## src/rtl/pipeline_hazard_ctrl_pkg.sv

```systemverilog
// Shared types for the pipeline stall/flush sequencer: FSM states, control bundle
// and the helper that builds the unstalled-RUN control pattern.
package pipeline_hazard_ctrl_pkg;

    localparam int unsigned REG_AW_DEF  = 5;
    localparam int unsigned CNT_W_DEF   = 16;
    localparam int unsigned TIMEOUT_DEF = 255;
    localparam int unsigned ZERO_REG    = 0;

    typedef enum logic [1:0] {
        ST_IDLE     = 2'd0,
        ST_RUN      = 2'd1,
        ST_MEM_WAIT = 2'd2,
        ST_HALT     = 2'd3
    } state_e;

    typedef struct packed {
        logic pc_write;
        logic ifid_write;
        logic ifid_flush;
        logic idex_bubble;
        logic pipe_freeze;
        logic dmem_req;
    } ctrl_t;

    localparam ctrl_t CTRL_FROZEN = '{
        pc_write:    1'b0,
        ifid_write:  1'b0,
        ifid_flush:  1'b0,
        idex_bubble: 1'b0,
        pipe_freeze: 1'b1,
        dmem_req:    1'b0
    };

    // Load-use wins over a taken branch; the branch simply re-resolves next cycle.
    function automatic ctrl_t run_ctrl(input logic load_use, input logic branch,
                                       input logic req);
        ctrl_t c;
        c.pc_write    = !load_use;
        c.ifid_write  = !load_use;
        c.ifid_flush  = !load_use && branch;
        c.idex_bubble = load_use;
        c.pipe_freeze = 1'b0;
        c.dmem_req    = req;
        return c;
    endfunction

endpackage

```

## src/rtl/pipeline_hazard_ctrl_if.sv

```systemverilog
// Bundle between the pipeline datapath (master) and the hazard sequencer (slave).
interface pipeline_hazard_ctrl_if
    import pipeline_hazard_ctrl_pkg::*;
#(
    parameter int unsigned REG_AW = REG_AW_DEF,
    parameter int unsigned CNT_W  = CNT_W_DEF
);
    logic              start_i;
    logic [REG_AW-1:0] IdRsAddr_i;
    logic [REG_AW-1:0] IdRtAddr_i;
    logic              IdExMemRead_i;
    logic [REG_AW-1:0] IdExRtAddr_i;
    logic              IdBranchTaken_i;
    logic              ExMemMemAccess_i;
    logic              DMemAck_i;

    logic              PcWrite_o;
    logic              IfIdWrite_o;
    logic              IfIdFlush_o;
    logic              IdExBubble_o;
    logic              PipeFreeze_o;
    logic              DMemReq_o;
    logic              MemTimeout_o;
    logic [CNT_W-1:0]  StallCycles_o;

    modport master (
        output start_i, IdRsAddr_i, IdRtAddr_i, IdExMemRead_i, IdExRtAddr_i,
               IdBranchTaken_i, ExMemMemAccess_i, DMemAck_i,
        input  PcWrite_o, IfIdWrite_o, IfIdFlush_o, IdExBubble_o, PipeFreeze_o,
               DMemReq_o, MemTimeout_o, StallCycles_o
    );

    modport slave (
        input  start_i, IdRsAddr_i, IdRtAddr_i, IdExMemRead_i, IdExRtAddr_i,
               IdBranchTaken_i, ExMemMemAccess_i, DMemAck_i,
        output PcWrite_o, IfIdWrite_o, IfIdFlush_o, IdExBubble_o, PipeFreeze_o,
               DMemReq_o, MemTimeout_o, StallCycles_o
    );

endinterface

```

## src/rtl/pipeline_hazard_ctrl_hazard_cmp.sv

```systemverilog
// Load-use comparator: a load in EX whose destination is read by the instruction in ID.
module pipeline_hazard_ctrl_hazard_cmp
    import pipeline_hazard_ctrl_pkg::*;
#(
    parameter int unsigned REG_AW = REG_AW_DEF
) (
    input  logic              mem_read_i,
    input  logic [REG_AW-1:0] ex_rt_i,
    input  logic [REG_AW-1:0] id_rs_i,
    input  logic [REG_AW-1:0] id_rt_i,
    output logic              hazard_c_o
);
    logic dst_live_c;

    // r0 is hardwired, so a load targeting it can never feed a consumer.
    assign dst_live_c = mem_read_i && (ex_rt_i != REG_AW'(ZERO_REG));
    assign hazard_c_o = dst_live_c && ((ex_rt_i == id_rs_i) || (ex_rt_i == id_rt_i));

endmodule

```

## src/rtl/pipeline_hazard_ctrl.sv

```systemverilog
// Stall/flush sequencer for the 5-stage pipeline: load-use bubbles, branch flushes,
// data-memory freeze with timeout, and a saturating stall-cycle counter.
module pipeline_hazard_ctrl
    import pipeline_hazard_ctrl_pkg::*;
#(
    parameter int unsigned REG_AW  = REG_AW_DEF,
    parameter int unsigned CNT_W   = CNT_W_DEF,
    parameter int unsigned TIMEOUT = TIMEOUT_DEF
) (
    input  logic                 clk_i,
    input  logic                 rst_i,
    pipeline_hazard_ctrl_if.slave bus
);
    localparam int unsigned       WAIT_W     = (TIMEOUT > 1) ? $clog2(TIMEOUT) : 1;
    localparam logic [WAIT_W-1:0] WAIT_LAST  = (TIMEOUT > 0) ? WAIT_W'(TIMEOUT - 1) : '0;
    localparam bit                TIMEOUT_EN = (TIMEOUT != 0);

    state_e            state_q, state_d;
    logic [WAIT_W-1:0] wait_q, wait_d;
    logic [CNT_W-1:0]  stall_q, stall_d;
    logic              timeout_q, timeout_d;

    logic  load_use_c;
    logic  mem_stall_c;
    logic  busy_c;
    ctrl_t ctrl_c;

    pipeline_hazard_ctrl_hazard_cmp #(
        .REG_AW (REG_AW)
    ) u_hazard_cmp (
        .mem_read_i (bus.IdExMemRead_i),
        .ex_rt_i    (bus.IdExRtAddr_i),
        .id_rs_i    (bus.IdRsAddr_i),
        .id_rt_i    (bus.IdRtAddr_i),
        .hazard_c_o (load_use_c)
    );

    assign mem_stall_c = bus.ExMemMemAccess_i && !bus.DMemAck_i;

    // Next-state and Mealy control outputs.
    always_comb begin
        state_d   = state_q;
        wait_d    = wait_q;
        stall_d   = stall_q;
        timeout_d = timeout_q;
        ctrl_c    = CTRL_FROZEN;
        busy_c    = 1'b0;

        case (state_q)
            ST_IDLE: begin
                if (bus.start_i) begin
                    state_d = ST_RUN;
                end
            end

            ST_RUN: begin
                busy_c = 1'b1;
                if (mem_stall_c) begin
                    ctrl_c.dmem_req = 1'b1;
                    wait_d          = '0;
                    state_d         = ST_MEM_WAIT;
                end else begin
                    ctrl_c = run_ctrl(load_use_c, bus.IdBranchTaken_i, bus.ExMemMemAccess_i);
                    if (!bus.start_i) begin
                        state_d = ST_IDLE;
                    end
                end
            end

            ST_MEM_WAIT: begin
                busy_c          = 1'b1;
                ctrl_c.dmem_req = 1'b1;
                if (bus.DMemAck_i) begin
                    // The ack cycle already behaves as a normal RUN cycle.
                    ctrl_c  = run_ctrl(load_use_c, bus.IdBranchTaken_i, 1'b1);
                    wait_d  = '0;
                    state_d = ST_RUN;
                end else if (TIMEOUT_EN && (wait_q == WAIT_LAST)) begin
                    timeout_d = 1'b1;
                    state_d   = ST_HALT;
                end else begin
                    wait_d = wait_q + WAIT_W'(1);
                end
            end

            ST_HALT: begin
                ctrl_c = CTRL_FROZEN;
            end

            default: begin
                state_d = ST_IDLE;
            end
        endcase

        if (busy_c && !ctrl_c.pc_write && (stall_q != '1)) begin
            stall_d = stall_q + CNT_W'(1);
        end
    end

    always_ff @(posedge clk_i or negedge rst_i) begin
        if (!rst_i) begin
            state_q   <= ST_IDLE;
            wait_q    <= '0;
            stall_q   <= '0;
            timeout_q <= 1'b0;
        end else begin
            state_q   <= state_d;
            wait_q    <= wait_d;
            stall_q   <= stall_d;
            timeout_q <= timeout_d;
        end
    end

    assign bus.PcWrite_o     = ctrl_c.pc_write;
    assign bus.IfIdWrite_o   = ctrl_c.ifid_write;
    assign bus.IfIdFlush_o   = ctrl_c.ifid_flush;
    assign bus.IdExBubble_o  = ctrl_c.idex_bubble;
    assign bus.PipeFreeze_o  = ctrl_c.pipe_freeze;
    assign bus.DMemReq_o     = ctrl_c.dmem_req;
    assign bus.MemTimeout_o  = timeout_q;
    assign bus.StallCycles_o = stall_q;

endmodule
```

## src/flat_wrapper.sv

```systemverilog
// flat-port wrapper written by rule: the top's interface ports become plain ports
module pipeline_hazard_ctrl_flat import pipeline_hazard_ctrl_pkg::*;
#(
    parameter int unsigned REG_AW  = REG_AW_DEF,
    parameter int unsigned CNT_W   = CNT_W_DEF,
    parameter int unsigned TIMEOUT = TIMEOUT_DEF
)
  (clk_i, rst_i, bus_start_i, bus_IdRsAddr_i, bus_IdRtAddr_i, bus_IdExMemRead_i, bus_IdExRtAddr_i, bus_IdBranchTaken_i, bus_ExMemMemAccess_i, bus_DMemAck_i, bus_PcWrite_o, bus_IfIdWrite_o, bus_IfIdFlush_o, bus_IdExBubble_o, bus_PipeFreeze_o, bus_DMemReq_o, bus_MemTimeout_o, bus_StallCycles_o);
  pipeline_hazard_ctrl_if #(.REG_AW(REG_AW), .CNT_W(CNT_W)) bus_i ();
  input  logic clk_i;
  input  logic rst_i;
  input wire logic [$bits(bus_i.start_i)-1:0] bus_start_i;
  input wire logic [$bits(bus_i.IdRsAddr_i)-1:0] bus_IdRsAddr_i;
  input wire logic [$bits(bus_i.IdRtAddr_i)-1:0] bus_IdRtAddr_i;
  input wire logic [$bits(bus_i.IdExMemRead_i)-1:0] bus_IdExMemRead_i;
  input wire logic [$bits(bus_i.IdExRtAddr_i)-1:0] bus_IdExRtAddr_i;
  input wire logic [$bits(bus_i.IdBranchTaken_i)-1:0] bus_IdBranchTaken_i;
  input wire logic [$bits(bus_i.ExMemMemAccess_i)-1:0] bus_ExMemMemAccess_i;
  input wire logic [$bits(bus_i.DMemAck_i)-1:0] bus_DMemAck_i;
  output wire logic [$bits(bus_i.PcWrite_o)-1:0] bus_PcWrite_o;
  output wire logic [$bits(bus_i.IfIdWrite_o)-1:0] bus_IfIdWrite_o;
  output wire logic [$bits(bus_i.IfIdFlush_o)-1:0] bus_IfIdFlush_o;
  output wire logic [$bits(bus_i.IdExBubble_o)-1:0] bus_IdExBubble_o;
  output wire logic [$bits(bus_i.PipeFreeze_o)-1:0] bus_PipeFreeze_o;
  output wire logic [$bits(bus_i.DMemReq_o)-1:0] bus_DMemReq_o;
  output wire logic [$bits(bus_i.MemTimeout_o)-1:0] bus_MemTimeout_o;
  output wire logic [$bits(bus_i.StallCycles_o)-1:0] bus_StallCycles_o;
  assign bus_i.start_i = bus_start_i;
  assign bus_i.IdRsAddr_i = bus_IdRsAddr_i;
  assign bus_i.IdRtAddr_i = bus_IdRtAddr_i;
  assign bus_i.IdExMemRead_i = bus_IdExMemRead_i;
  assign bus_i.IdExRtAddr_i = bus_IdExRtAddr_i;
  assign bus_i.IdBranchTaken_i = bus_IdBranchTaken_i;
  assign bus_i.ExMemMemAccess_i = bus_ExMemMemAccess_i;
  assign bus_i.DMemAck_i = bus_DMemAck_i;
  assign bus_PcWrite_o = bus_i.PcWrite_o;
  assign bus_IfIdWrite_o = bus_i.IfIdWrite_o;
  assign bus_IfIdFlush_o = bus_i.IfIdFlush_o;
  assign bus_IdExBubble_o = bus_i.IdExBubble_o;
  assign bus_PipeFreeze_o = bus_i.PipeFreeze_o;
  assign bus_DMemReq_o = bus_i.DMemReq_o;
  assign bus_MemTimeout_o = bus_i.MemTimeout_o;
  assign bus_StallCycles_o = bus_i.StallCycles_o;
  pipeline_hazard_ctrl #(.REG_AW(REG_AW), .CNT_W(CNT_W), .TIMEOUT(TIMEOUT)) u_core (.clk_i(clk_i), .rst_i(rst_i), .bus(bus_i));
endmodule
```

## config.mk

```make
export PLATFORM = sky130hd
export DESIGN_NAME = pipeline_hazard_ctrl_flat
export DESIGN_NICKNAME = d
export VERILOG_FILES = /design/src/rtl/pipeline_hazard_ctrl_pkg.sv /design/src/rtl/pipeline_hazard_ctrl_if.sv /design/src/rtl/pipeline_hazard_ctrl_hazard_cmp.sv /design/src/rtl/pipeline_hazard_ctrl.sv /design/src/flat_wrapper.sv
export SDC_FILE = /design/constraint.sdc
export NUM_CORES = 1
export LEC_CHECK = 0
export ABC_AREA = 0
export CORE_ASPECT_RATIO = 1.75
export CORE_MARGIN = 5
export CORE_UTILIZATION = 25
export DETAILED_ROUTE_END_ITERATION = 16
export MAX_ROUTING_LAYER = met4
export PLACE_DENSITY_LB_ADDON = 0.12
export SYNTH_ARGS = -nofsm -noshare
export SYNTH_HDL_FRONTEND = slang
export SYNTH_SLANG_ARGS = --single-unit
```

## constraint.sdc

```tcl
create_clock -name clk_i -period 4.4 [get_ports clk_i]
set_input_delay 0.66 -clock clk_i [delete_from_list [all_inputs] [get_ports clk_i]]
set_output_delay 0.66 -clock clk_i [all_outputs]
set_load 0.01 [all_outputs]
```

Word level (Yosys, flattened, before mapping)
Index checks and enable logic that the tools add are counted.
{ "totals": {"word_cells": 51, "output_inout_bits": 23, "reg_bits": 27, "input_bits": 22} }
{ "op_classes": {"reduce_logical": 18, "add_sub_neg": 2, "eq_ne": 11, "n_bitwise": 1, "n_mux": 15} }
{ "ops": {"columns": ["operator", "count"], "rows": [
  ["$mux 8", 3],
  ["$add 16x1->16 const B", 1],
  ["$ne 16x16->1 const B", 1],
  ["$pmux 8 s2", 1],
  ["$pmux 6 s2", 1],
  ["$eq 5x5->1", 2],
  ["$mux 2", 5],
  ["$add 8x1->8 const B", 1],
  ["$eq 8x8->1 const B", 1],
  ["$logic_and 1x1->1", 6],
  ["$mux 6", 1],
  ["$ne 3x2->1 const B", 2],
  ["$pmux 2 s3", 1],
  ["$reduce_and 3->1", 2],
  ["$mux 5", 1],
  ["$reduce_bool 5->1", 1],
  ["$reduce_and 4->1", 1],
  ["$logic_not 1->1", 3],
  ["$ne 3x3->1 const B", 1],
  ["$reduce_bool 3->1", 1],
  ["$eq 2x1->1 const B", 1],
  ["$eq 2x2->1 const B", 1],
  ["$logic_not 2->1", 1],
  ["$mux 1", 2],
  ["6 further kinds", 6]
]} }

Logic depth before layout (Yosys ltp)
Gate-level depths: netlist of run 1.
{ "depth": {"ltp_word": 10, "depth_mapped": 9, "ltp_nobuf": 8} }

Modules after synthesis
A second synthesis of run 1 with hierarchy kept.
{ "unflattened": {"cells_unflattened": 174, "hier_area_um2": 1710.4} }
{ "modules_own_cells": {"columns": ["module", "n_inst", "seq_area_each_um2", "area_per_inst_um2", "cells_per_inst"], "rows": [
  ["pipeline_hazard_ctrl", 1, 675.6, 1585.3, 157],
  ["pipeline_hazard_ctrl_hazard_cmp", 1, 0.0, 125.1, 17]
]} }

Least setup slack after synthesis of run 1
Ideal clock, no wire load.
{ "synth_timing": {"path_type": "in2out", "startpoint": "in bus_IdExRtAddr_i[0]", "endpoint": "out bus_IfIdFlush_o", "arrival_time_ps": 1922, "required_ps": 3740, "setup_slack_ps": 1818, "path_stages": 5, "n_path_buf": 0, "path_cell_list": "or4_1 o21ai_1 nand2b_1 nor2b_1 and2_1"} }
{ "synth_between": {"elab_chain_cells": 7, "word_cells_on_any_way": 11, "classes_between": "eq/ne: 2; mux: 3; reduce/logical: 6"} }
{ "synth_lines": {"columns": ["item", "line", "source"], "rows": [
  ["start: declaration", "flat_wrapper.sv:16", "input wire logic [$bits(bus_i.IdExRtAddr_i)-1:0] bus_IdExRtAddr_i;"],
  ["$eq 5x5->1 or $reduce_bool 5->1 (tied branches)", "pipeline_hazard_ctrl_hazard_cmp.sv:17, pipeline_hazard_ctrl_hazard_cmp.sv:16", null],
  ["$logic_or 1x1->1 or $logic_and 1x1->1 (tied branches)", "pipeline_hazard_ctrl_hazard_cmp.sv:17, pipeline_hazard_ctrl_hazard_cmp.sv:16", null],
  ["$logic_and 1x1->1 *", "pipeline_hazard_ctrl_hazard_cmp.sv:17", "assign hazard_c_o = dst_live_c && ((ex_rt_i == id_rs_i) || (ex_rt_i == id_rt_i));"],
  ["$logic_not 1->1 *", "pipeline_hazard_ctrl_pkg.sv:41", "c.ifid_flush = !load_use && branch;"],
  ["$logic_and 1x1->1 *", "pipeline_hazard_ctrl_pkg.sv:41", null],
  ["$mux 6 or $mux 5 (tied branches)", "pipeline_hazard_ctrl.sv:73, pipeline_hazard_ctrl.sv:58", null],
  ["$pmux 6 s2 *", "pipeline_hazard_ctrl.sv:49", "case (state_q)"],
  ["end: declaration", "flat_wrapper.sv:22", "output wire logic [$bits(bus_i.IfIdFlush_o)-1:0] bus_IfIdFlush_o;"]
]} }
Mark *: on every way between the ends. The rest lies on a longest branch, timed or not.

Worst setup path in the final report of run 1
Ends and elaborated chain as after synthesis.

==> results of run 1 <==
area by class of cell:
type / instances / area (sq um)
tap: 84 / 105
sequential: 27 / 676
clock buffer: 4 / 78.8
multi-input combinational: 142 / 980
fill: 734 / 4450
timing repair buffer: 45 / 448
inverter: 6 / 22.5
logic make-up after synthesis:
logic type / Yosys count / share of synthesized area [%]
AND/OR/NAND/NOR: 83 / 28.2
XOR/XNOR: 30 / 15.4
flip-flops: 27 / 39.6
AO/OA/AOI/OAI: 18 / 5.94
buffers and inverters: 10 / 2.93
adder cells (fa/ha/maj): 8 / 5.87
multiplexers: 3 / 2.05
critical path, delay by kind of cell:
kind,cells,cell delay [ns]
compound gates,1,0.16
buf+inv,2,1.00
simple gates,4,1.07
final timing paths:
kind	start	slack [ns]	cells after the start	to
max	bus_IdExRtAddr_i[0]	0.85	7	bus_IfIdFlush_o
min	u_core.bus.MemTimeout_o$_DFFE_PN0P_	0.48	1	u_core.bus.MemTimeout_o$_DFFE_PN0P_
max reg2reg	u_core.state_q[0]$_DFFE_PN0P_	2.22	8	u_core.bus.StallCycles_o[15]$_DFFE_PN0P_
min reg2reg	u_core.bus.MemTimeout_o$_DFFE_PN0P_	0.48	1	u_core.bus.MemTimeout_o$_DFFE_PN0P_
max in group asynchronous	rst_i	3.35	2	u_core.bus.StallCycles_o[3]$_DFFE_PN0P_
min in group asynchronous	rst_i	0.78	2	u_core.wait_q[0]$_DFFE_PN0P_
synth_stat cells, drive strengths merged:
| cell type | n | area share, % |
|---|---|---|
| a21oi | 5 | 1.5 |
| a31oi | 1 | 0.37 |
| and2 | 2 | 0.73 |
| and3 | 4 | 1.5 |
| and3b | 1 | 0.51 |
| buf | 3 | 1.4 |
| clkbuf | 1 | 0.22 |
| dfrtp | 27 | 40 |
| ha | 8 | 5.9 |
| inv | 6 | 1.3 |
| mux2 | 1 | 0.88 |
| mux2i | 2 | 1.2 |
| nand2 | 14 | 3.1 |
| nand2b | 4 | 1.5 |
| nand3 | 14 | 4.4 |
| nand3b | 2 | 0.88 |
| nand4 | 10 | 4.0 |
| nor2 | 14 | 3.1 |
| nor2b | 3 | 1.1 |
| nor3 | 5 | 2.1 |
| nor4 | 5 | 3.1 |
| nor4b | 1 | 0.51 |
| o211ai | 1 | 0.44 |
| o21a | 1 | 0.44 |
| o21ai | 8 | 2.3 |
| o22ai | 1 | 0.37 |
| o32ai | 1 | 0.51 |
| or2 | 1 | 0.37 |
| or3 | 1 | 0.37 |
| or3b | 1 | 0.51 |
| or4 | 1 | 0.44 |
| xnor2 | 24 | 12 |
| xor2 | 6 | 3.1 |
layer usage:
metal | up-vias | wire [um]
li1 | 715 | -
met1 | 651 | 1610
met2 | 35 | 2310
met3 | 5 | 192
met4 | 0 | 67
met5 | - | 0
where the power goes:
part	internal (mW)	switching (mW)
Combinational	0.246	0.268
Clock	0.124	0.0868
Sequential	0.293	0.0624
state kept, by name, summed over array words and instances (netlist names):
signal                    flops
u_core.bus.StallCycles_o     16
u_core.wait_q                 8
u_core.state_q                2
u_core.bus.MemTimeout_o       1
placed cells by master, fill, tap and decap left out, types with 2 or more instances in the layout:
cell	count
clkbuf_16	3
nand3b_1	2
nor2b_1	3
inv_1	6
nand3_1	13
nand2b_1	4
nor2_1	14
xnor2_1	24
nor3_1	4
nand2_1	14
o21ai_1	3
mux2i_1	2
and3_1	4
nand4_1	9
xor2_1	6
a21oi_1	5
clkdlybuf4s50_1	44
o21ai_0	5
ha_1	8
and2_1	2
nor4_1	3
dfrtp_1	27
stage by stage:
stage	hold WS, ns	setup slack (ns)
2_1_floorplan	0.364	1.82
3_3_place_gp	0.451	0.893
3_5_place_dp	0.459	0.846
4_1_cts	0.482	0.827
5_1_grt	0.499	0.659
6_report	0.484	0.845
==> metrics, run 1 <==
Syn Area/Cell=9.53 sq um; DIE AREA=8640 sq um; met2 usage=19.1%; CP dominant cell by count=clkdlybuf4s50_1; core footprint=6760 sq um; final setup violating endpoints=0; Overall Global Routing Usage=10.7%; Starting Density=25.2%; Final HPWL DP=3300 um; DP Cell Count=304; Setup crit end kind=output pin; Syn Nets=209; critical path arrival=2.89 ns; IO buf count=44; Post-Synthesis Cells=179; Final #Nets=255; worst path cell trace=clkdlybuf4s50_1 > or4_1 > o21ai_1 > nand2b_1 > nor2b_1 > and2_1 > clkdlybuf4s50_1; Rows=40; Hold-fix buffers, CTS=0; CP Class=input pin to output pin; CTS Root Cell=clkbuf_16; Residual DRC=0; ANT cells=0; startpoint class of the critical path=input pin; busiest grt layer=met2; Fin Setup TNS=0 ns; Power per Cell Area=468 nW/um^2; max-cap viol count=0; global route overflow=0; drt total wl=4180 um; relative slew slack=60.7%; post-CTS setup buffers=0; initial antenna violation count=0; skew final=0.00516 ns; routing usage on met1=11.7%; period utilization=80.8%; Die Ht=119 um; crit path time final=3.55 ns; DRT iter0 DRCs=82; FMAX=281 MHz; first-pass GRT wire length=7130 um; Final ANT Viol Nets=0; largest net degree at the start of global routing=28; clk sinks=27; worst-margin pin slew=0.590 ns; dpl cell area=2230 sq um; fin cells=308; worst vdd ir=226 uV; yosys warns=0; Max H-tree Level=1; vias per cell=4.56; io pins=45; Synth cell types=41; Area Growth Syn to Fin=35.4%; placer congestion estimate=0.762; CTS Buf Count=3; number of global-route vias before repair=1518; fin area=2310 sq um; CTS tree=yes; Pleak=0.922 nW; share of layout cells above drive strength 1=4.91%; M3 GR Usage=1.60%; Skew-Pair Late Insertion Delay=0.26 ns; DIE WIDTH=72.4 um; Final Util=34.2%; routed via count=1406; RSZ-0062 raised after global routing=no; Final Hold Fails=0; clk slew on worst S/H paths=0.07 ns; FF+latch count, synth=27; crit path max-delay cell type=clkdlybuf4s50_1; slowest stage delay, CP=0.54 ns; worst-path fanout max=3; drt first pass iters=4; Mapped Area=1710 sq um; run status=complete, no violations; HP Class=flip-flop to flip-flop; clock buffer depth=2; routed len/inst=13.6 um; Pwr Total=1.08 mW; cts repair resizes=0; WP data required=3.74 ns; Slew Limit Fails=0; register area share after synthesis=39.6%
(Power assumes the default switching activity.)
==> inputs of run 2 (changes only) <==
Clock period 4.4 ns to 3.1 ns, I/O delays scaled along.
==> run 2 against run 1 <==
  * Sequential power grew 42%
  * Non-clock buffer count grew 6
  * Design area grew 2.3%
  * Register-to-register slack lost 1.3 ns
  * Highest routed layer unchanged
  * Critical endpoint unchanged
  * Flip-flop and latch count is the same
  * Worst setup slack lost 0.72 ns
  * Total power grew 45%
  * Via count grew 3.2%
  * Sequential share of layout area shrank 0.65 points
  * First-iteration DRC count grew 3.7%
  * Hold slack lost 0.013 ns
  * Clock skew shrank 0.0024 ns
==> metrics, run 2 (synthesis results as in run 1) <==
critical path arrival=2.51 ns; crit path time final=2.97 ns; largest net degree at the start of global routing=28; WP data required=2.63 ns; clk slew on worst S/H paths=0.07 ns; ANT cells=0; drt first pass iters=4; CTS Buf Count=3; period utilization=95.9%; Rows=40; routed len/inst=13.5 um; Pwr Total=1.57 mW; CP Class=input pin to output pin; Starting Density=25.2%; FMAX=336 MHz; worst-margin pin slew=0.595 ns; most frequent cells in the layout=clkdlybuf4s50_1, dfrtp_1, xnor2_1; FF-to-FF path depth=8; Multi-input gate area=987 sq um; HP Class=flip-flop to flip-flop; busiest grt layer=met2; max-cap viol count=0; critical path endpoint=bus_IfIdFlush_o; skew final=0.00278 ns; max reg flops=16; IO buf count=44; Setup crit end kind=output pin; routed via count=1451; clock buffer depth=2; Final Hold Fails=0; Slew Limit Fails=0; CTS Root Cell=clkbuf_16; setup slack on the worst flop-to-flop path=0.88 ns; initial antenna violation count=0; routing usage on met1=11.2%; Residual DRC=0; DIE WIDTH=72.4 um; Reg2Reg Launch Point=u_core.state_q[0]$_DFFE_PN0P_; Overall Global Routing Usage=10.9%; worst vdd ir=472 uV; Max H-tree Level=1; register area=676 sq um; placer congestion estimate=0.768; Crit Reg-Reg Endpoint=u_core.bus.StallCycles_o[13]$_DFFE_PN0P_; global route overflow=0; number of global-route vias before repair=1514; Final ANT Viol Nets=0; met2 usage=19.6%; most common cell after layout, fill and taps aside=clkdlybuf4s50_1; Pleak=0.959 nW; DIE AREA=8640 sq um; share of layout cells above drive strength 1=7.83%; dpl cell area=2280 sq um; clk sinks=27; M3 GR Usage=1.35%; core footprint=6760 sq um; Skew-Pair Late Insertion Delay=0.27 ns; vias per cell=4.62; Area Growth Syn to Fin=38.5%; fin area=2360 sq um; worst-path fanout max=3; worst setup path startpoint=bus_IdExRtAddr_i[0]; drt total wl=4250 um; number of fill cells=736; startpoint class of the critical path=input pin; relative slew slack=60.3%; Final HPWL DP=3300 um; Die Ht=119 um; run status=complete, no violations; DRT iter0 DRCs=85; io pins=45; Power per Cell Area=665 nW/um^2; Final #Nets=261; first-pass GRT wire length=7090 um; CTS tree=yes; final setup violating endpoints=0
## run 2: what timing repair did
| item | 4_1_cts | 5_1_grt |
|---|---|---|
| hold endpoints to repair | 0 | 0 |
| resized for setup | 0 | 2 |
| buffers inserted | 0 | 0 |
| hold buffers | 0 | 0 |
| endpoints found under the setup margin | 0 | 1 |
## run 2: power breakdown
group          switching [mW]  total (mW)  internal, mW
combinational           0.387       0.758         0.370
clock                   0.133       0.310         0.177
sequential             0.0877       0.504         0.416
total                   0.607        1.57         0.964
## run 2: worst min-delay path by stage
| stage | start | end | slack [ns] | depth (start not counted) |
|---|---|---|---|---|
| after global placement | u_core.bus.MemTimeout_o$_DFFE_PN0P_ | u_core.bus.MemTimeout_o$_DFFE_PN0P_ | 0.45 | 1 |
| after CTS | u_core.bus.MemTimeout_o$_DFFE_PN0P_ | u_core.bus.MemTimeout_o$_DFFE_PN0P_ | 0.48 | 1 |
| after floorplan | rst_i | u_core.bus.MemTimeout_o$_DFFE_PN0P_ | 0.17 | 0 |
| after global routing | u_core.bus.MemTimeout_o$_DFFE_PN0P_ | u_core.bus.MemTimeout_o$_DFFE_PN0P_ | 0.50 | 1 |
| final | u_core.bus.MemTimeout_o$_DFFE_PN0P_ | u_core.bus.MemTimeout_o$_DFFE_PN0P_ | 0.47 | 1 |
| after detailed placement | u_core.bus.MemTimeout_o$_DFFE_PN0P_ | u_core.bus.MemTimeout_o$_DFFE_PN0P_ | 0.46 | 1 |
## run 2: cell type report
cell class / count / area share (%)
multi-input combinational: 142 / 41.8
sequential: 27 / 28.6
inverter: 6 / 0.953
clock buffer: 4 / 3.34
tap: 84 / 4.45
timing repair buffer: 51 / 20.9
## run 2: stage by stage
step / TNS [ns] / setup slack (ns) / util (%) / instances / hold slack (ns)
floorplan: 0 / 0.908 / - / 179 / 0.169
global placement: 0 / 0.0843 / 33.7 / 310 / 0.452
detailed placement: 0 / 0.0393 / 33.7 / 310 / 0.459
CTS: 0 / 0.0280 / 34.9 / 314 / 0.476
global route: -0.00901 / -0.00901 / 35.0 / 314 / 0.502
finish: 0 / 0.126 / 35.0 / 314 / 0.470
## run 2: per-layer routing
metal	wire, um	part of all wire [%]	up-vias
li1	-	-	729
met1	1660	39	682
met2	2310	54	35
met3	175	4.1	5
met4	99	2.3	0
met5	0	0	-
## run 2: critical path: stages
cell and delay (ns):
clkdlybuf4s50_1 0.42, or4_1 0.52, o21ai_1 0.15, nand2b_1 0.15, nor2b_4 0.16, and2_1 0.13, clkdlybuf4s50_1 0.53
